## config.mk

```make
export PLATFORM = sky130hd
export DESIGN_NAME = eq_gain_regbank
export DESIGN_NICKNAME = d
export VERILOG_FILES = /design/src/rtl/eq_gain_regbank.sv
export SDC_FILE = /design/constraint.sdc
export NUM_CORES = 1
export LEC_CHECK = 0
export BUFFER_PORTS_ARGS = -buffer_cell sky130_fd_sc_hd__buf_2
export CAP_MARGIN = 30
export CORE_MARGIN = 8
export CORE_UTILIZATION = 60
export CTS_CLUSTER_DIAMETER = 60
export DETAILED_ROUTE_END_ITERATION = 12
export PLACE_DENSITY = 0.82
export SLEW_MARGIN = 40
export SYNTH_ARGS = -nofsm -noshare
export SYNTH_HDL_FRONTEND = slang
export SYNTH_SLANG_ARGS = --single-unit
```

## constraint.sdc

```tcl
create_clock -name clk -period 2.7 [get_ports clk]
set_clock_uncertainty 0.2 [all_clocks]
set_input_delay 0.135 -clock clk [delete_from_list [all_inputs] [get_ports clk]]
set_output_delay 0.135 -clock clk [all_outputs]
set_load 0.02 [all_outputs]
```

## src/rtl/eq_gain_regbank.sv

```systemverilog
// Double-buffered equaliser gain register bank: byte-wise host writes land in a
// shadow bank that is copied to the active outputs on a sample tick after a commit.
module eq_gain_regbank #(
    parameter int                    NUM_BANDS  = 10,
    parameter int                    GAIN_WIDTH = 24,
    parameter int                    ADDR_WIDTH = 8,
    parameter logic [GAIN_WIDTH-1:0] GAIN_RESET = '0
) (
    input  logic                            clk,
    input  logic                            rst,
    input  logic                            we,
    input  logic                            re,
    input  logic [ADDR_WIDTH-1:0]           addr,
    input  logic [7:0]                      data_in,
    output logic [7:0]                      rdata,
    output logic                            rvalid,
    input  logic                            sample_tick,
    output logic [7:0]                      configuration,
    output logic [NUM_BANDS*GAIN_WIDTH-1:0] gains,
    output logic                            commit_pending,
    output logic                            commit_done,
    output logic                            addr_err
);

    localparam int BPG      = (GAIN_WIDTH + 7) / 8;
    localparam int PADW     = BPG * 8;
    localparam int CMD_ADDR = NUM_BANDS * BPG + 1;

    typedef enum logic {IDLE, PENDING} state_t;

    state_t                                 state_q, state_d;
    logic [7:0]                             cfg_sh_q, cfg_sh_d;
    logic [7:0]                             cfg_act_q, cfg_act_d;
    logic [NUM_BANDS-1:0][GAIN_WIDTH-1:0]   gain_sh_q, gain_sh_d;
    logic [NUM_BANDS-1:0][GAIN_WIDTH-1:0]   gain_act_q, gain_act_d;
    logic [7:0]                             rdata_q, rdata_d;
    logic                                   rvalid_q, rvalid_d;
    logic                                   done_q, done_d;
    logic                                   err_q, err_d;

    logic [31:0]                            addr_w;
    logic                                   hit_cfg, hit_cmd, hit_gain, unmapped;
    logic [NUM_BANDS-1:0][BPG-1:0]          gsel;
    logic [NUM_BANDS-1:0][PADW-1:0]         gain_sh_pad;
    logic                                   cmd_wr, xfer;

    assign addr_w = 32'(addr);

    // Address decode: one-hot select over every gain byte slot.
    always_comb begin
        gsel = '0;
        for (int k = 0; k < NUM_BANDS; k++) begin
            for (int j = 0; j < BPG; j++) begin
                if (addr_w == 32'(1 + k * BPG + j)) gsel[k][j] = 1'b1;
            end
        end
    end

    assign hit_cfg  = (addr_w == 32'd0);
    assign hit_cmd  = (addr_w == 32'(CMD_ADDR));
    assign hit_gain = |gsel;
    assign unmapped = !(hit_cfg || hit_cmd || hit_gain);
    assign cmd_wr   = we && hit_cmd;

    // Zero-padded view so excess bits of the top byte read back as 0.
    always_comb begin
        for (int k = 0; k < NUM_BANDS; k++) begin
            gain_sh_pad[k] = PADW'(gain_sh_q[k]);
        end
    end

    // Shadow bank writes; bits beyond GAIN_WIDTH are dropped by the truncation.
    always_comb begin
        logic [PADW-1:0] pad;
        pad       = '0;
        cfg_sh_d  = cfg_sh_q;
        gain_sh_d = gain_sh_q;
        if (we) begin
            if (hit_cfg) cfg_sh_d = data_in;
            for (int k = 0; k < NUM_BANDS; k++) begin
                for (int j = 0; j < BPG; j++) begin
                    if (gsel[k][j]) begin
                        pad              = gain_sh_pad[k];
                        pad[8*j +: 8]    = data_in;
                        gain_sh_d[k]     = GAIN_WIDTH'(pad);
                    end
                end
            end
        end
    end

    // Reads see the pre-edge shadow, so a same-edge write is not visible yet.
    always_comb begin
        rdata_d  = rdata_q;
        rvalid_d = 1'b0;
        if (re) begin
            rvalid_d = 1'b1;
            rdata_d  = 8'h00;
            if (hit_cfg) rdata_d = cfg_sh_q;
            if (hit_cmd) rdata_d = {7'b0, state_q == PENDING};
            for (int k = 0; k < NUM_BANDS; k++) begin
                for (int j = 0; j < BPG; j++) begin
                    if (gsel[k][j]) rdata_d = gain_sh_pad[k][8*j +: 8];
                end
            end
        end
    end

    assign err_d = (we || re) && unmapped;

    // Commit FSM: a pending tick beats a same-edge cancel.
    always_comb begin
        state_d = state_q;
        xfer    = 1'b0;
        case (state_q)
            IDLE: begin
                if (cmd_wr && data_in[0] && !data_in[1]) state_d = PENDING;
            end
            PENDING: begin
                if (sample_tick) begin
                    xfer    = 1'b1;
                    state_d = IDLE;
                end else if (cmd_wr && data_in[1]) begin
                    state_d = IDLE;
                end
            end
            default: state_d = IDLE;
        endcase
    end

    assign done_d     = xfer;
    assign cfg_act_d  = xfer ? cfg_sh_q  : cfg_act_q;
    assign gain_act_d = xfer ? gain_sh_q : gain_act_q;

    always_ff @(posedge clk or negedge rst) begin
        if (!rst) begin
            state_q    <= IDLE;
            cfg_sh_q   <= 8'h00;
            cfg_act_q  <= 8'h00;
            gain_sh_q  <= {NUM_BANDS{GAIN_RESET}};
            gain_act_q <= {NUM_BANDS{GAIN_RESET}};
            rdata_q    <= 8'h00;
            rvalid_q   <= 1'b0;
            done_q     <= 1'b0;
            err_q      <= 1'b0;
        end else begin
            state_q    <= state_d;
            cfg_sh_q   <= cfg_sh_d;
            cfg_act_q  <= cfg_act_d;
            gain_sh_q  <= gain_sh_d;
            gain_act_q <= gain_act_d;
            rdata_q    <= rdata_d;
            rvalid_q   <= rvalid_d;
            done_q     <= done_d;
            err_q      <= err_d;
        end
    end

    assign rdata          = rdata_q;
    assign rvalid         = rvalid_q;
    assign configuration  = cfg_act_q;
    assign gains          = gain_act_q;
    assign commit_pending = (state_q == PENDING);
    assign commit_done    = done_q;
    assign addr_err       = err_q;

endmodule
```

==> metrics <==
status complete, no violations; final setup fails 0; Post-synth EDFFs 0; num rows 70; Post-CTS Setup Bufs 0; maximum fanout along the worst path 3; Hold Crit Start we; Synth async-reset ratio 100%; Syn Nets 1,622; first-pass GRT wire length 111 mm; Final Cell Area 26,600 µm²; total global routing track utilization 35.4%; Detail Placement HPWL 54.3 mm; Hold Crit Class input pin to flop; DP Area 24,700 µm²; quantity of gates resized following cts 0; CTS max path bufs 3; largest net degree at the start of global routing 82; Crit. End Element flop; Flop pwr share 49.0%; non-filler cells, final 2,489; Initial Utilization 60.3%; vias in the first global route 16,900; Adder-Cell Fraction of Synth Area 0%; Die Y 207 µm; sw frac 24.2%; Internal Power 12.6 mW; Setup TNS 0 ns; DRT iter0 DRCs 1,380; fin util 73.4%; setup ws final 0.299 ns; Hold Path End gain_sh_pad[88]$_DFFE_PN0P_; CP Data Arrival Time 2.65 ns; XOR/XNOR Fraction of Synth Area 0%; peak supply drop 523 µV; crit start category flop; Port Buffers 280; CTS tree built; total CTS buffers 51; routability congestion estimate 0.984; I/O pin total 281; nets 2,003; cell count after synthesis 1,601; initial antenna violation count 2; Reg2Reg Depth 5; routed vias 15,900; final hold viol count 0; Routed Antenna Nets 0; drt pass-1 iters 7; clk_lat worst skew 0.60 ns; H-tree depth 2; synthesized area per cell 13.7 µm²; CORE AREA 36,300 µm²; Comb pwr share 7.4%; unrepaired setup endpoints after global routing false; # DRC 0; dpl ws -0.159 ns; register area share after synthesis 58.1%; area grow syn2layout 21.6%; Synth Area in Compound Gates 7.62%; synthesis-stage register bit count 508; wirelength, routed 75.1 mm; total gr overflow 0; layout cells sized above 1 50.7%; TritonCTS Sinks 508; worst hold slack 0.0410 ns; Critical R2R Launch gain_sh_pad[132]$_DFFE_PN0P_; # Max-Cap Violations 0; Netlist cell types 74; WL per Instance 30.2 µm; warnings from Yosys 0; WS Path Type flop to flop; r2r endpoint rdata[4]$_DFFE_PN0P_; P_leak 13.9 nW; fin. max-slew vios 0; slew at the pin closest to its max-slew limit 0.916 ns; Inst Count DP 2,382; top_reg_cell synth dfrtp_1; hold path depth 3; Tcrit/Tclk final 88.9%; simple-gate share of the synthesized area 5.59%; CTS hold repair buffers 12; switching power total 4.02 mW; Total Die Area 42,800 µm²; Root Buffer clkbuf_16; clk slew on worst S/H paths 0.06 ns; max-slew headroom at the worst pin 38.9%; clock share of power 43.6%; mux cell area share after synthesis 26.3%; largest family of logic cells by synthesized area multiplexers; Req. time, crit path 2.95 ns; PwrDens 626 nW/µm²; FF-to-FF setup slack 0.30 ns; Tot Pwr 16.7 mW; Synth Cell Area 21,900 µm²; Final min period 2.40 ns; Chip Width 207 µm; f_max 416 MHz; via/cell ratio 6.39
[worst max-delay path, cell delays in order (launching register included)]
cell,delay [ns]
dfrtp_1,0.41
and2_1,0.17
a2111oi_1,0.71
nor3_1,0.26
o311ai_0,0.40
nand3_1,0.12
[worst max-delay path by stage]
stage / startpoint / to / slack (ns) / cells after the start
2_1_floorplan: addr[1] / rdata[4]$_DFFE_PN0P_ / 0.60 / 9
3_3_place_gp: addr[5] / rdata[4]$_DFFE_PN0P_ / -0.42 / 8
3_5_place_dp: addr[1] / rdata[4]$_DFFE_PN0P_ / -0.16 / 9
4_1_cts: gain_sh_pad[132]$_DFFE_PN0P_ / rdata[4]$_DFFE_PN0P_ / 0.32 / 5
5_1_grt: gain_sh_pad[36]$_DFFE_PN0P_ / rdata[4]$_DFFE_PN0P_ / 0.24 / 6
6_report: gain_sh_pad[132]$_DFFE_PN0P_ / rdata[4]$_DFFE_PN0P_ / 0.30 / 5
[layout by cell type (no fill, tap or decap), types with 6 or more instances in the layout]
master and instances:
a32oi_1 7, a31oi_1 8, mux4_2 9, inv_1 14
a21oi_1 28, clkbuf_1 13, nor2_2 6, nand3_1 21
o211ai_1 8, o21ai_0 57, nand3b_1 6, buf_12 18
clkbuf_16 53, nor2_1 43, o221ai_1 6, buf_4 129
a211oi_1 10, nor3_2 6, mux2_2 485, clkbuf_8 12
nor2b_1 13, buf_2 274, nor4_1 6, o32ai_1 6
dlygate4sd3_1 15, a22oi_1 25, mux2i_1 10, nand2b_1 14
o22ai_1 10, dfrtp_1 508, nor3_1 15, nand2_1 65
o2bb2ai_1 11
[per-layer routing]
| layer | wire [µm] | part of all wire (%) | track usage [%] |
|---|---|---|---|
| met1 | 28900 | 38 | 44.0 |
| met2 | 37400 | 50 | 59.4 |
| met3 | 5010 | 6.7 | 6.41 |
| met4 | 3830 | 5.1 | 17.6 |
| met5 | 13 | 0.017 | 0 |
[power by group through the flow]
stage	logic, mW	registers, mW	clock network, mW
floorplan	0.506	8.24	0
global placement	1.17	8.27	0
detailed placement	1.20	8.28	0
CTS	1.22	8.15	7.33
global route	1.31	8.17	7.63
finish	1.23	8.16	7.27
[cell families (layout without fill, tap and decap cells)]
kind of cell,after synthesis,count (layout)
AO/OA/AOI/OAI,237,237
buffers and inverters,123,542
flip-flops,508,508
multiplexers,504,504
other,0,1
AND/OR/NAND/NOR,229,229
[Yosys cell counts, types with 4 or more instances]
| cell | number | area share (%) |
|---|---|---|
| o2bb2ai_1 | 11 | 0.44 |
| o211ai_1 | 8 | 0.27 |
| o22ai_1 | 10 | 0.29 |
| a22o_1 | 4 | 0.16 |
| a22oi_1 | 25 | 0.86 |
| nor3_1 | 15 | 0.34 |
| dfrtp_1 | 508 | 58 |
| nand3_2 | 5 | 0.23 |
| nand4_1 | 4 | 0.11 |
| nand3_1 | 21 | 0.48 |
| nand2_1 | 66 | 1.1 |
| nor2_2 | 6 | 0.17 |
| a2bb2oi_1 | 4 | 0.16 |
| mux2i_1 | 10 | 0.46 |
| clkbuf_1 | 72 | 1.2 |
| o221ai_1 | 6 | 0.24 |
| a31oi_1 | 8 | 0.23 |
| a32o_1 | 5 | 0.23 |
| nor3_2 | 6 | 0.27 |
| mux4_2 | 9 | 0.93 |
| o2111ai_1 | 5 | 0.20 |
| nor2_1 | 43 | 0.74 |
| or3_1 | 5 | 0.14 |
| mux2_2 | 485 | 25 |
| nor2b_1 | 13 | 0.37 |
| a21oi_1 | 28 | 0.64 |
| nand3b_1 | 6 | 0.21 |
| a211oi_1 | 10 | 0.34 |
| buf_2 | 22 | 0.50 |
| o32ai_1 | 6 | 0.24 |
| inv_1 | 14 | 0.24 |
| a32oi_1 | 7 | 0.28 |
| o21ai_0 | 57 | 1.3 |
| a211o_1 | 4 | 0.16 |
| nor4_1 | 6 | 0.17 |
| buf_1 | 12 | 0.21 |
| nand2b_1 | 14 | 0.40 |
[registers in the layout (all words and copies together) (netlist names)]
| register | cells |
|---|---|
| gains | 240 |
| gain_sh_pad | 240 |
| cfg_sh_q | 8 |
| rdata | 8 |
| configuration | 8 |
| commit_pending | 1 |
| rvalid | 1 |
| addr_err | 1 |
| commit_done | 1 |
[cell type report]
type	count	area, µm²
clock buffer	78	1540
fill	2291	9650
inverter	14	52.6
sequential	508	12700
antenna	1	2.50
multi-input combinational	970	8660
timing repair buffer	437	2870
tap	468	586
clock inverter	13	184
(Power assumes the default switching activity.)
